`config.mk`:
```
export PLATFORM = sky130hd
export DESIGN_NAME = button_conditioner_flat
export DESIGN_NICKNAME = d
export VERILOG_FILES = /design/src/rtl/button_conditioner_if.sv /design/src/rtl/button_conditioner.sv /design/src/flat_wrapper.sv
export SDC_FILE = /design/constraint.sdc
export NUM_CORES = 1
export LEC_CHECK = 0
export CAP_MARGIN = 20
export CORE_MARGIN = 8
export CORE_UTILIZATION = 67
export DETAILED_ROUTE_END_ITERATION = 16
export GPL_ROUTABILITY_DRIVEN = 0
export PLACE_DENSITY = 0.85
export SLEW_MARGIN = 20
export SYNTH_ARGS = -nofsm -noshare
export SYNTH_HDL_FRONTEND = slang
export SYNTH_SLANG_ARGS = --single-unit
```
`constraint.sdc`:
```
create_clock -name clk_10mhz -period 6.7 [get_ports clk_10mhz]
set_clock_uncertainty 0.05 [all_clocks]
set_input_delay 1.34 -clock clk_10mhz [delete_from_list [all_inputs] [get_ports clk_10mhz]]
set_output_delay 1.34 -clock clk_10mhz [all_outputs]
set_load 0.01 [all_outputs]
```
`src/rtl/button_conditioner_if.sv`:
```
// Push-button bundle: raw pad input toward the conditioner and the conditioned
// level/pulse outputs back toward the count logic.
interface button_conditioner_if;
    logic button;
    logic btn_level;
    logic btn_rise;
    logic btn_fall;
    logic btn_repeat;
    logic btn_event;

    modport master (
        output button,
        input  btn_level,
        input  btn_rise,
        input  btn_fall,
        input  btn_repeat,
        input  btn_event
    );

    modport slave (
        input  button,
        output btn_level,
        output btn_rise,
        output btn_fall,
        output btn_repeat,
        output btn_event
    );
endinterface

```
`src/rtl/button_conditioner.sv`:
```
// Synchronises and debounces a raw push-button, producing a clean level,
// press/release pulses and optional auto-repeat pulses for the count enable.
module button_conditioner #(
    parameter int unsigned DEBOUNCE_CYCLES = 100000,
    parameter bit          REPEAT_EN       = 1'b1,
    parameter int unsigned REPEAT_DELAY    = 5000000,
    parameter int unsigned REPEAT_PERIOD   = 1000000,
    parameter int unsigned CNT_W           = 24
) (
    input  logic                 clk_10mhz,
    input  logic                 rst,
    button_conditioner_if.slave  bus_if
);

    localparam logic [1:0] S_IDLE     = 2'd0;
    localparam logic [1:0] S_ARM_HIGH = 2'd1;
    localparam logic [1:0] S_PRESSED  = 2'd2;
    localparam logic [1:0] S_ARM_LOW  = 2'd3;

    localparam logic [CNT_W-1:0] DEB_LAST = CNT_W'(DEBOUNCE_CYCLES - 1);
    localparam logic [CNT_W-1:0] DLY_LAST = CNT_W'(REPEAT_DELAY - 1);
    localparam logic [CNT_W-1:0] PER_LAST = CNT_W'(REPEAT_PERIOD - 1);

    logic             sync1_q, sync2_q;
    logic [1:0]       state_q, state_d;
    logic [CNT_W-1:0] dcnt_q, dcnt_d;
    logic [CNT_W-1:0] rcnt_q, rcnt_d;
    logic             first_q, first_d;
    logic             level_q, level_d;
    logic             rise_q, rise_d;
    logic             fall_q, fall_d;
    logic             rep_q, rep_d;
    logic             event_q, event_d;

    // Two-flop synchroniser; only sync2_q is seen by the FSM
    always_ff @(posedge clk_10mhz or posedge rst) begin
        if (rst) begin
            sync1_q <= 1'b0;
            sync2_q <= 1'b0;
        end else begin
            sync1_q <= bus_if.button;
            sync2_q <= sync1_q;
        end
    end

    always_ff @(posedge clk_10mhz or posedge rst) begin
        if (rst) begin
            state_q <= S_IDLE;
            dcnt_q  <= '0;
            rcnt_q  <= '0;
            first_q <= 1'b0;
            level_q <= 1'b0;
            rise_q  <= 1'b0;
            fall_q  <= 1'b0;
            rep_q   <= 1'b0;
            event_q <= 1'b0;
        end else begin
            state_q <= state_d;
            dcnt_q  <= dcnt_d;
            rcnt_q  <= rcnt_d;
            first_q <= first_d;
            level_q <= level_d;
            rise_q  <= rise_d;
            fall_q  <= fall_d;
            rep_q   <= rep_d;
            event_q <= event_d;
        end
    end

    always_comb begin
        state_d = state_q;
        dcnt_d  = dcnt_q;
        rcnt_d  = rcnt_q;
        first_d = first_q;
        level_d = level_q;
        rise_d  = 1'b0;
        fall_d  = 1'b0;
        rep_d   = 1'b0;
        event_d = 1'b0;

        case (state_q)
            S_IDLE: begin
                if (sync2_q) begin
                    state_d = S_ARM_HIGH;
                    dcnt_d  = CNT_W'(1);
                end
            end
            S_ARM_HIGH: begin
                if (!sync2_q) begin
                    state_d = S_IDLE;
                    dcnt_d  = '0;
                end else if (dcnt_q == DEB_LAST) begin
                    state_d = S_PRESSED;
                    level_d = 1'b1;
                    rise_d  = 1'b1;
                    event_d = 1'b1;
                    dcnt_d  = '0;
                    rcnt_d  = '0;
                    first_d = 1'b1;
                end else begin
                    dcnt_d = dcnt_q + CNT_W'(1);
                end
            end
            S_PRESSED: begin
                // Repeat counter freezes while a release is being qualified
                if (!sync2_q) begin
                    state_d = S_ARM_LOW;
                    dcnt_d  = CNT_W'(1);
                end else if (REPEAT_EN) begin
                    if (first_q ? (rcnt_q == DLY_LAST) : (rcnt_q == PER_LAST)) begin
                        rep_d   = 1'b1;
                        event_d = 1'b1;
                        rcnt_d  = '0;
                        first_d = 1'b0;
                    end else begin
                        rcnt_d = rcnt_q + CNT_W'(1);
                    end
                end
            end
            S_ARM_LOW: begin
                if (sync2_q) begin
                    state_d = S_PRESSED;
                    dcnt_d  = '0;
                end else if (dcnt_q == DEB_LAST) begin
                    state_d = S_IDLE;
                    level_d = 1'b0;
                    fall_d  = 1'b1;
                    dcnt_d  = '0;
                end else begin
                    dcnt_d = dcnt_q + CNT_W'(1);
                end
            end
            default: state_d = S_IDLE;
        endcase
    end

    assign bus_if.btn_level  = level_q;
    assign bus_if.btn_rise   = rise_q;
    assign bus_if.btn_fall   = fall_q;
    assign bus_if.btn_repeat = rep_q;
    assign bus_if.btn_event  = event_q;

endmodule
```
`src/flat_wrapper.sv`:
```
// flat-port wrapper written by rule: the top's interface ports become plain ports
module button_conditioner_flat 
#(
    parameter int unsigned DEBOUNCE_CYCLES = 100000,
    parameter bit          REPEAT_EN       = 1'b1,
    parameter int unsigned REPEAT_DELAY    = 5000000,
    parameter int unsigned REPEAT_PERIOD   = 1000000,
    parameter int unsigned CNT_W           = 24
)
  (clk_10mhz, rst, bus_if_button, bus_if_btn_level, bus_if_btn_rise, bus_if_btn_fall, bus_if_btn_repeat, bus_if_btn_event);
  button_conditioner_if bus_if_i ();
  input  logic clk_10mhz;
  input  logic rst;
  input wire logic [$bits(bus_if_i.button)-1:0] bus_if_button;
  output wire logic [$bits(bus_if_i.btn_level)-1:0] bus_if_btn_level;
  output wire logic [$bits(bus_if_i.btn_rise)-1:0] bus_if_btn_rise;
  output wire logic [$bits(bus_if_i.btn_fall)-1:0] bus_if_btn_fall;
  output wire logic [$bits(bus_if_i.btn_repeat)-1:0] bus_if_btn_repeat;
  output wire logic [$bits(bus_if_i.btn_event)-1:0] bus_if_btn_event;
  assign bus_if_i.button = bus_if_button;
  assign bus_if_btn_level = bus_if_i.btn_level;
  assign bus_if_btn_rise = bus_if_i.btn_rise;
  assign bus_if_btn_fall = bus_if_i.btn_fall;
  assign bus_if_btn_repeat = bus_if_i.btn_repeat;
  assign bus_if_btn_event = bus_if_i.btn_event;
  button_conditioner #(.DEBOUNCE_CYCLES(DEBOUNCE_CYCLES), .REPEAT_EN(REPEAT_EN), .REPEAT_DELAY(REPEAT_DELAY), .REPEAT_PERIOD(REPEAT_PERIOD), .CNT_W(CNT_W)) u_core (.clk_10mhz(clk_10mhz), .rst(rst), .bus_if(bus_if_i));
endmodule
```
==> impl_metrics.toml, run 1 <==
[critical_path]
critical_path_arrival_ns = 3.00
r2r-end = "u_core.dcnt_q[12]"
crit_required_ns = 6.87
path_class = "reg -> reg"
start_kind = "register"
rrSetupSlack_ns = 3.87
reg2reg_from = "u_core.state_q[0]"
path_max_fanout = 38
reg2regPathDepth = 9
cp-end-kind = "register"

[place]
place_area_sq_um = 3480
portBuffers = 7
dpl.hpwl_um = 5320

[synth]
synth_most_common_cell = "dfrtp_1"
yosys-top-cells-area = "dfrtp_1 (43%), a22o_1 (3.9%), nand2_1 (3.8%)"
synth_simple_gate_area_share_pct = 25.5
synth_cell_types = 54
syn_avg_cell_area_sq_um = 9.23
synthTopCellsByCount = "dfrtp_1 (58), nand2_1 (34), o21ai_0 (24), nand3_1 (23), a21oi_1 (16)"
yosysWarnings = 0
synthFlopType = "dfrtp_1"
muxShareOfSynthArea_pct = 1.83
synth-xor-area-share_pct = 1.05
synth-seq-cells = 58
seq_area_frac_synth_pct = 43.3
syn-num-nets = 372
synthAdderAreaFrac_pct = 2.24
netlist_area_sq_um = 3350
synth_edf_count = 0
synthArstFlopShare_pct = 100
synthCells = 363
synth_top_family_by_area = "simple AND/OR/NAND/NOR gates"
synth_top_area_share_pct = 43.3
synth_top_cell_by_area = "dfrtp_1"
synth_compound_area_share_pct = 22.8

[sta]
slew_violations = 0
worstMarginPinSlew_ns = 1.01
rsz0062_at_grt = "no"
fmax_mhz = 353
relSlewSlack_pct = 32.3
layout_min_cycle_time_ns = 2.83
finalSetupViolCount = 0
fin_crit_sh_pct = 42.3
finalSetupTns_ns = 0
hold_viol_final = 0

[global_route]
grt_pass1_vias = 2819
grt_max_degree = 59
grt.total_usage_pct = 22.8
overflow = 0
antenna_found_initial = 0
grt_pass1_wl_um = 13600

[clock_network]
cts_root_buffer = "clkbuf_8"
cts_setup_buffers = 0
clockBufferDepth = 2
clk_latency_ns = 0.33
ctsHoldBuffers = 0
cts_buffers = 9
cts_tree = "done"
clock-sinks = 58
clk_pin_slew_ns = 0.06
cts-resized-gates = 0
cts.htree.levels = 3

[die]
ioPinCount = 8
die_w_um = 86.7
die_area_sq_um = 7520
die_y_um = 86.7
num_rows = 25
core-area_sq_um = 4790
start_util_pct = 70.0

[min_path]
hold_path_class = "reg -> reg"
hold_depth = 0
hold_start = "u_core.sync1_q"
min_to = "u_core.sync2_q"

[final_layout]
antenna_cells = 0
area_delta_synth_final_pct = 9.67
final_area_sq_um = 3670
drive_above_1_share_pct = 8.02
layout.nets = 379

[route]
drcViolationCount = 0
wire_per_inst_um = 18.1
drtPass1Iterations = 5
drt_iter0_markers = 327
viasPerCell = 6.93
vias = 3058
routed_wl_um = 7990
ant_nets = 0

[power]
power_density_nw_per_um2 = 294
p_leak_uw = 0.00149
peakVddDrop_uv = 340

[flow_run]
cap_violations = 0

[outcome]
outcome = "finished clean"
state kept, by name, indices dropped and copies added, names as in the netlist, named ones only:
| name | count |
|---|---|
| u_core.sync1_q | 1 |
| u_core.bus_if.btn_repeat | 1 |
| u_core.state_q | 1 |
| u_core.bus_if.btn_level | 1 |
| u_core.rcnt_q | 24 |
| u_core.dcnt_q | 24 |
| u_core.sync2_q | 1 |
| u_core.bus_if.btn_fall | 1 |
| u_core.bus_if.btn_rise | 1 |
| u_core.bus_if.btn_event | 1 |
| u_core.first_q | 1 |
metrics by stage:
stage | total power, uW | hold WS, ns | worst slack [ns] | utilization (%) | instances
final | 1080 | 0.306 | 3.87 | 76.8 | 441
after global routing | 1140 | 0.314 | 3.66 | 76.8 | 441
after CTS | 1070 | 0.304 | 3.91 | 76.7 | 441
after detailed placement | 763 | 0.290 | 3.88 | 72.8 | 426
after global placement | 746 | 0.284 | 3.96 | 72.8 | 426
after floorplan | 663 | 0.281 | 3.88 | - | 363
logic make-up (layout without fill, tap and decap cells):
logic type / Yosys count / count (layout)
fa+ha+maj: 6 / 6
buf+inv: 27 / 38
mux: 6 / 6
compound gates: 110 / 110
simple gates: 152 / 152
xor+xnor: 4 / 4
flops: 58 / 58
power breakdown:
part           internal [uW]  switching (uW)
clock                    179             132
sequential               372            25.2
combinational            114             257
total                    665             414
worst max path at each step:
stage / slack, ns / cells past startpoint / startpoint / end
after floorplan: 3.88 / 1 / rst / async pin
after global placement: 3.96 / 9 / u_core.state_q[0] / u_core.dcnt_q[12]
after detailed placement: 3.88 / 9 / u_core.state_q[0] / u_core.dcnt_q[12]
after CTS: 3.91 / 9 / u_core.state_q[0] / u_core.dcnt_q[12]
after global routing: 3.66 / 9 / u_core.state_q[0] / u_core.dcnt_q[12]
final: 3.87 / 9 / u_core.state_q[0] / u_core.dcnt_q[12]
critical path, stage by stage (launching register included):
cell	delay [ns]
dfrtp_1	0.41
inv_1	0.12
ha_1	0.70
nand2_1	0.20
o21ai_1	0.12
buf_4	0.29
a211oi_4	0.07
buf_4	0.27
and3_1	0.21
a221o_1	0.25
metal layers:
| layer | share of wire (%) | track usage, % | vias up |
|---|---|---|---|
| met5 | 0 | 0 | - |
| met4 | 1.3 | 8.76 | 0 |
| met3 | 7.6 | 5.58 | 11 |
| met2 | 45 | 32.0 | 149 |
| met1 | 46 | 32.7 | 1481 |
| li1 | - | - | 1417 |
layout by cell type, fill, tap and decap left out, drive strengths merged, types with 13 or more instances in the layout:
master	instances
nand3	23
dfrtp	58
nor2	15
o21ai	24
a21oi	16
a31oi	13
a22o	15
nand2	34
cell type report:
class	instances	area [sq um]
clock buffer	12	145
clock inverter	3	40.0
fill	341	1110
inverter	12	45.0
multi-input combinational	278	1810
sequential	58	1450
tap	67	83.8
timing repair buffer	11	100
Note: power is estimated with default switching activity, not from simulation.
==> inputs of run 2 (changes only) <==
Settings changed: CORE_UTILIZATION 67 to 56, PLACE_DENSITY 0.85 to 0.76.
Clock period 6.7 ns to 2.3 ns, I/O delays scaled along.
==> run 2 against run 1 <==
  * First-iteration DRC count decreased by 17%
  * Combinational power grew to 3.6 times the previous value
  * Hold slack got worse by 0.00052 ns
  * Count of clock-buffer cells in the layout up 2
  * Total power grew to 3.1 times the previous value
  * Routed wire length is 7.3% higher
  * Cell count rose by 11%
  * Flip-flop and latch count did not move
  * Global-route usage is 2.2 points lower
  * Worst setup slack got worse by 3.8 ns
  * Largest cell class unchanged
  * Largest power group is now combinational logic
  * Highest routed layer unchanged
==> impl_metrics.toml, run 2 (same netlist as run 1, synthesis figures left out) <==
[outcome]
outcome = "finished clean"

[clock_network]
clk_pin_slew_ns = 0.06
clk_latency_ns = 0.34
cts_buffers = 9
cts_root_buffer = "clkbuf_8"
cts.htree.levels = 3
cts_tree = "done"
clockBufferDepth = 2
clock-sinks = 58
ctsHoldBuffers = 0

[critical_path]
crit_chain = "nor4b_1, and4_1, buf_4, a41oi_1, buf_4, a22o_1, o21bai_1"
slowest_delay_ns = 0.43
critPathBufInv = 2
path_class = "reg -> reg"
critical_path_arrival_ns = 2.39
start_kind = "register"
slowest_stage = "dfrtp_1"
cp-end-kind = "register"
crit_path_frequent_cell = "buf_4"
path_max_fanout = 18
crit_required_ns = 2.46
critical_path.top_delay_family = "simple AND/OR/NAND/NOR gates"

[place]
portBuffers = 7
dpl.hpwl_um = 5870

[global_route]
antenna_found_initial = 0
grt.total_usage_pct = 20.6
grt_max_degree = 23
overflow = 0
grt_pass1_wl_um = 14400
grt_pass1_vias = 3016

[final_layout]
final_common_cell = "dfrtp_1"
final_cell_mix = "dfrtp_1 (58), buf_4 (40), nand2_1 (34), nand3_1 (23), o21ai_0 (23)"
area_delta_synth_final_pct = 20.8
largestRegisters = "u_core.dcnt_q x24, u_core.rcnt_q x24"
layout.nets = 418
post-route-util_pct = 69.2
antenna_cells = 0
drive_above_1_share_pct = 17.4

[sta]
layout_min_cycle_time_ns = 2.22
finalSetupTns_ns = 0
fin_crit_sh_pct = 96.7
relSlewSlack_pct = 59.4
slew_violations = 0
hold_viol_final = 0
timing.hold.ws_ns = 0.306
rsz0062_at_grt = "no"
worstMarginPinSlew_ns = 0.603
finalSetupViolCount = 0
fmax_mhz = 449

[route]
ant_nets = 0
viasPerCell = 6.59
vias = 3221
drt_iter0_markers = 270
drcViolationCount = 0
routed_wl_um = 8570
drtPass1Iterations = 5
wire_per_inst_um = 17.5

[die]
num_rows = 28
ioPinCount = 8
die_y_um = 93.4
start_util_pct = 57.3
die_w_um = 93.4
core-area_sq_um = 5850
die_area_sq_um = 8710

[power]
p_leak_uw = 0.00173
intPower_uw = 2090
pwr-share-comb_pct = 40.2
power.share.sequential_pct = 33.8
p_clk_share_pct = 25.9
peakVddDrop_uv = 768
switchingPower_uw = 1270
swShare_pct = 37.9
p_total_uw = 3360
power_density_nw_per_um2 = 831

[flow_run]
cap_violations = 0

[min_path]
hold_path_class = "reg -> reg"
-- run 2: through the flow --
stage               cells  setup WS (ns)  cell area (sq um)
floorplan             363         0.0857               3350
global placement      470         0.0511               3790
detailed placement    470        0.00385               3790
CTS                   486       0.000759               3980
global route          489         0.0285               4050
finish                489         0.0750               4050
-- run 2: what timing repair did --
item                                    in CTS  in global routing
gates resized for setup                      1                  6
buffers inserted                             0                  3
endpoints found under the setup margin       1                 21
pin swaps                                    0                  3
endpoints found under the hold margin        0                  0
-- run 2: final timing paths --
path / start / end / slack [ns] / cells after the start
max: u_core.dcnt_q[13] / u_core.rcnt_q[16] / 0.08 / 7
min: u_core.sync1_q / u_core.sync2_q / 0.31 / 0
max reg2reg: u_core.dcnt_q[13] / u_core.rcnt_q[16] / 0.08 / 7
min reg2reg: u_core.sync1_q / u_core.sync2_q / 0.31 / 0
max in group asynchronous: rst / u_core.rcnt_q[13] / 1.19 / 3
min in group asynchronous: rst / u_core.dcnt_q[7] / 0.41 / 2
-- run 2: layout make-up --
class                   instances  area, sq um
multi-input cells             278         1850
repair buffers                 50          430
fillers                       439         1800
inverters                      12         45.0
clock buffers                  14          173
well taps                      75         93.8
clock inverters                 2         10.0
flip-flops and latches         58         1450
-- run 2: power by group through the flow --
stage          Sequential [uW]  Clock, uW  Combinational [uW]
4_1_cts                   1140        886                1250
3_5_place_dp              1160          0                1240
6_report                  1140        873                1350
5_1_grt                   1140        932                1490
2_1_floorplan             1150          0                 778
3_3_place_gp              1150          0                1190
-- run 2: layer usage --
metal	share of wire (%)	routed length, um	track usage, %
met5	0	0	0
met4	1.9	160	9.80
met3	6.0	514	3.53
met2	46	3980	31.1
met1	46	3920	28.0
==> inputs of run 3 (changes only) <==
Settings changed: SETUP_SLACK_MARGIN set to 0.15.
==> run 3 against run 2 <==
  * Sequential power is essentially flat
  * Register-to-register slack improved by 0.08 ns
  * Global-route usage up 1.3 points
  * Non-clock buffer count down 2
  * Critical endpoint is now u_core.rcnt_q[12]
  * Highest routed layer unchanged
==> impl_metrics.toml, run 3 (same netlist as run 1, synthesis figures left out) <==
[final_layout]
area_delta_synth_final_pct = 22.0
multi_input_area_sq_um = 1890
final_common_cell = "dfrtp_1"
largestRegisters = "u_core.dcnt_q x24, u_core.rcnt_q x24"
final.fill_count = 420
antenna_cells = 0
final_area_sq_um = 4090
final_cell_mix = "dfrtp_1 (57), buf_4 (38), nand2_1 (32), nand3_1 (23), o21ai_0 (23)"
layout.nets = 416
drive_above_1_share_pct = 19.7
regArea_sq_um = 1450

[min_path]
hold_path_class = "in -> async"

[critical_path]
r2r-end = "u_core.rcnt_q[12]"
cp-end-kind = "register"
reg2reg_from = "u_core.rcnt_q[11]"
start_kind = "register"
critical_path.top_delay_family = "simple AND/OR/NAND/NOR gates"
critical_path_arrival_ns = 2.34
path_class = "reg -> reg"
crit_required_ns = 2.50
reg2regPathDepth = 7
slowest_delay_ns = 0.54
rrSetupSlack_ns = 0.16
slowest_stage = "or4_4"
critPathBufInv = 2
crit_chain = "or4_4, o22a_4, nor4_4, buf_4, a211oi_4, buf_12, a31o_2"
path_max_fanout = 9

[die]
num_rows = 28
ioPinCount = 8
core-area_sq_um = 5850
start_util_pct = 57.3
die_y_um = 93.4
die_area_sq_um = 8710
die_w_um = 93.4

[sta]
fin_crit_sh_pct = 93.1
hold_viol_final = 0
timing.hold.ws_ns = 0.241
relSlewSlack_pct = 57.0
layout_min_cycle_time_ns = 2.14
worstMarginPinSlew_ns = 0.639
fmax_mhz = 467
rsz0062_at_grt = "yes"
slew_violations = 0
finalSetupViolCount = 0

[clock_network]
cts.htree.levels = 3
ctsHoldBuffers = 0
clk_pin_slew_ns = 0.07
cts_buffers = 9
clock-sinks = 58
cts_root_buffer = "clkbuf_8"
cts_tree = "done"
clockBufferDepth = 2
clk_latency_ns = 0.35

[outcome]
outcome = "finished clean"

[place]
place_area_sq_um = 3750
portBuffers = 7
dpl.hpwl_um = 6030

[route]
drt_iter0_markers = 142
routed_wl_um = 8850
wire_per_inst_um = 18.2
drcViolationCount = 0
vias = 3175
ant_nets = 0
drtPass1Iterations = 6
viasPerCell = 6.52

[power]
power_density_nw_per_um2 = 844
p_leak_uw = 0.00172
peakVddDrop_uv = 612
p_total_uw = 3450

[flow_run]
cap_violations = 0

[global_route]
grt_pass1_wl_um = 15100
grt_pass1_vias = 3154
antenna_found_initial = 0
grt.total_usage_pct = 21.9
grt_max_degree = 40
overflow = 0
-- run 3: cell types whose count changed in the layout (fill, tap and decap cells not counted), moves of 2 or more --
cell | before | now
nand2_2 | 0 | 2
ha_1 | 6 | 3
or4_1 | 4 | 1
nand2_1 | 34 | 32
buf_4 | 40 | 38
ha_2 | 0 | 2
or4_4 | 1 | 4
-- run 3: timing repair --
action | CTS | global route
pin swaps | 2 | 5
hold endpoints to repair | 0 | 0
endpoints found under the setup margin | 26 | 43
resized for setup | 4 | 17
buffers inserted | 0 | 5
-- run 3: routing by layer --
metal  GRT usage, %  part of all wire (%)
met5              0                     0
met4           14.0                   3.2
met3           4.65                   4.8
met2           36.3                    50
met1           25.2                    42
-- run 3: layout make-up --
| type | count | share of cell area (%) |
|---|---|---|
| multi-input combinational | 278 | 46.3 |
| sequential | 58 | 35.5 |
| timing repair buffer | 48 | 9.95 |
| clock buffer | 14 | 3.98 |
| tap | 75 | 2.30 |
| inverter | 12 | 1.10 |
| clock inverter | 2 | 0.857 |
-- run 3: stage by stage --
stage          TNS, ns  util [%]  setup slack (ns)  cells
6_report             0      69.9             0.160    487
5_1_grt              0      69.9            0.0677    487
4_1_cts              0      67.8             0.119    482
3_5_place_dp     -1.59      64.1            -0.138    466
3_3_place_gp   -0.0300      64.1           -0.0300    466
2_1_floorplan        0         -             0.157    363
-- run 3: worst max path at each step --
| stage | start | end | depth (start not counted) |
|---|---|---|---|
| floorplan | u_core.rcnt_q[11] | u_core.rcnt_q[2] | 6 |
| global placement | u_core.rcnt_q[8] | u_core.rcnt_q[2] | 5 |
| detailed placement | u_core.dcnt_q[1] | u_core.rcnt_q[12] | 7 |
| CTS | u_core.dcnt_q[1] | u_core.rcnt_q[13] | 6 |
| global route | u_core.dcnt_q[1] | u_core.rcnt_q[16] | 8 |
| finish | u_core.rcnt_q[11] | u_core.rcnt_q[12] | 7 |
-- run 3: report_power, final --
part / total (uW) / internal (uW) / switching, uW / leakage [uW]
sequential: 1150 / 1080 / 61.0 / 0.000791
combinational: 1330 / 516 / 810 / 0.000832
clock: 977 / 559 / 418 / 0.000101
total: 3450 / 2160 / 1290 / 0.00172
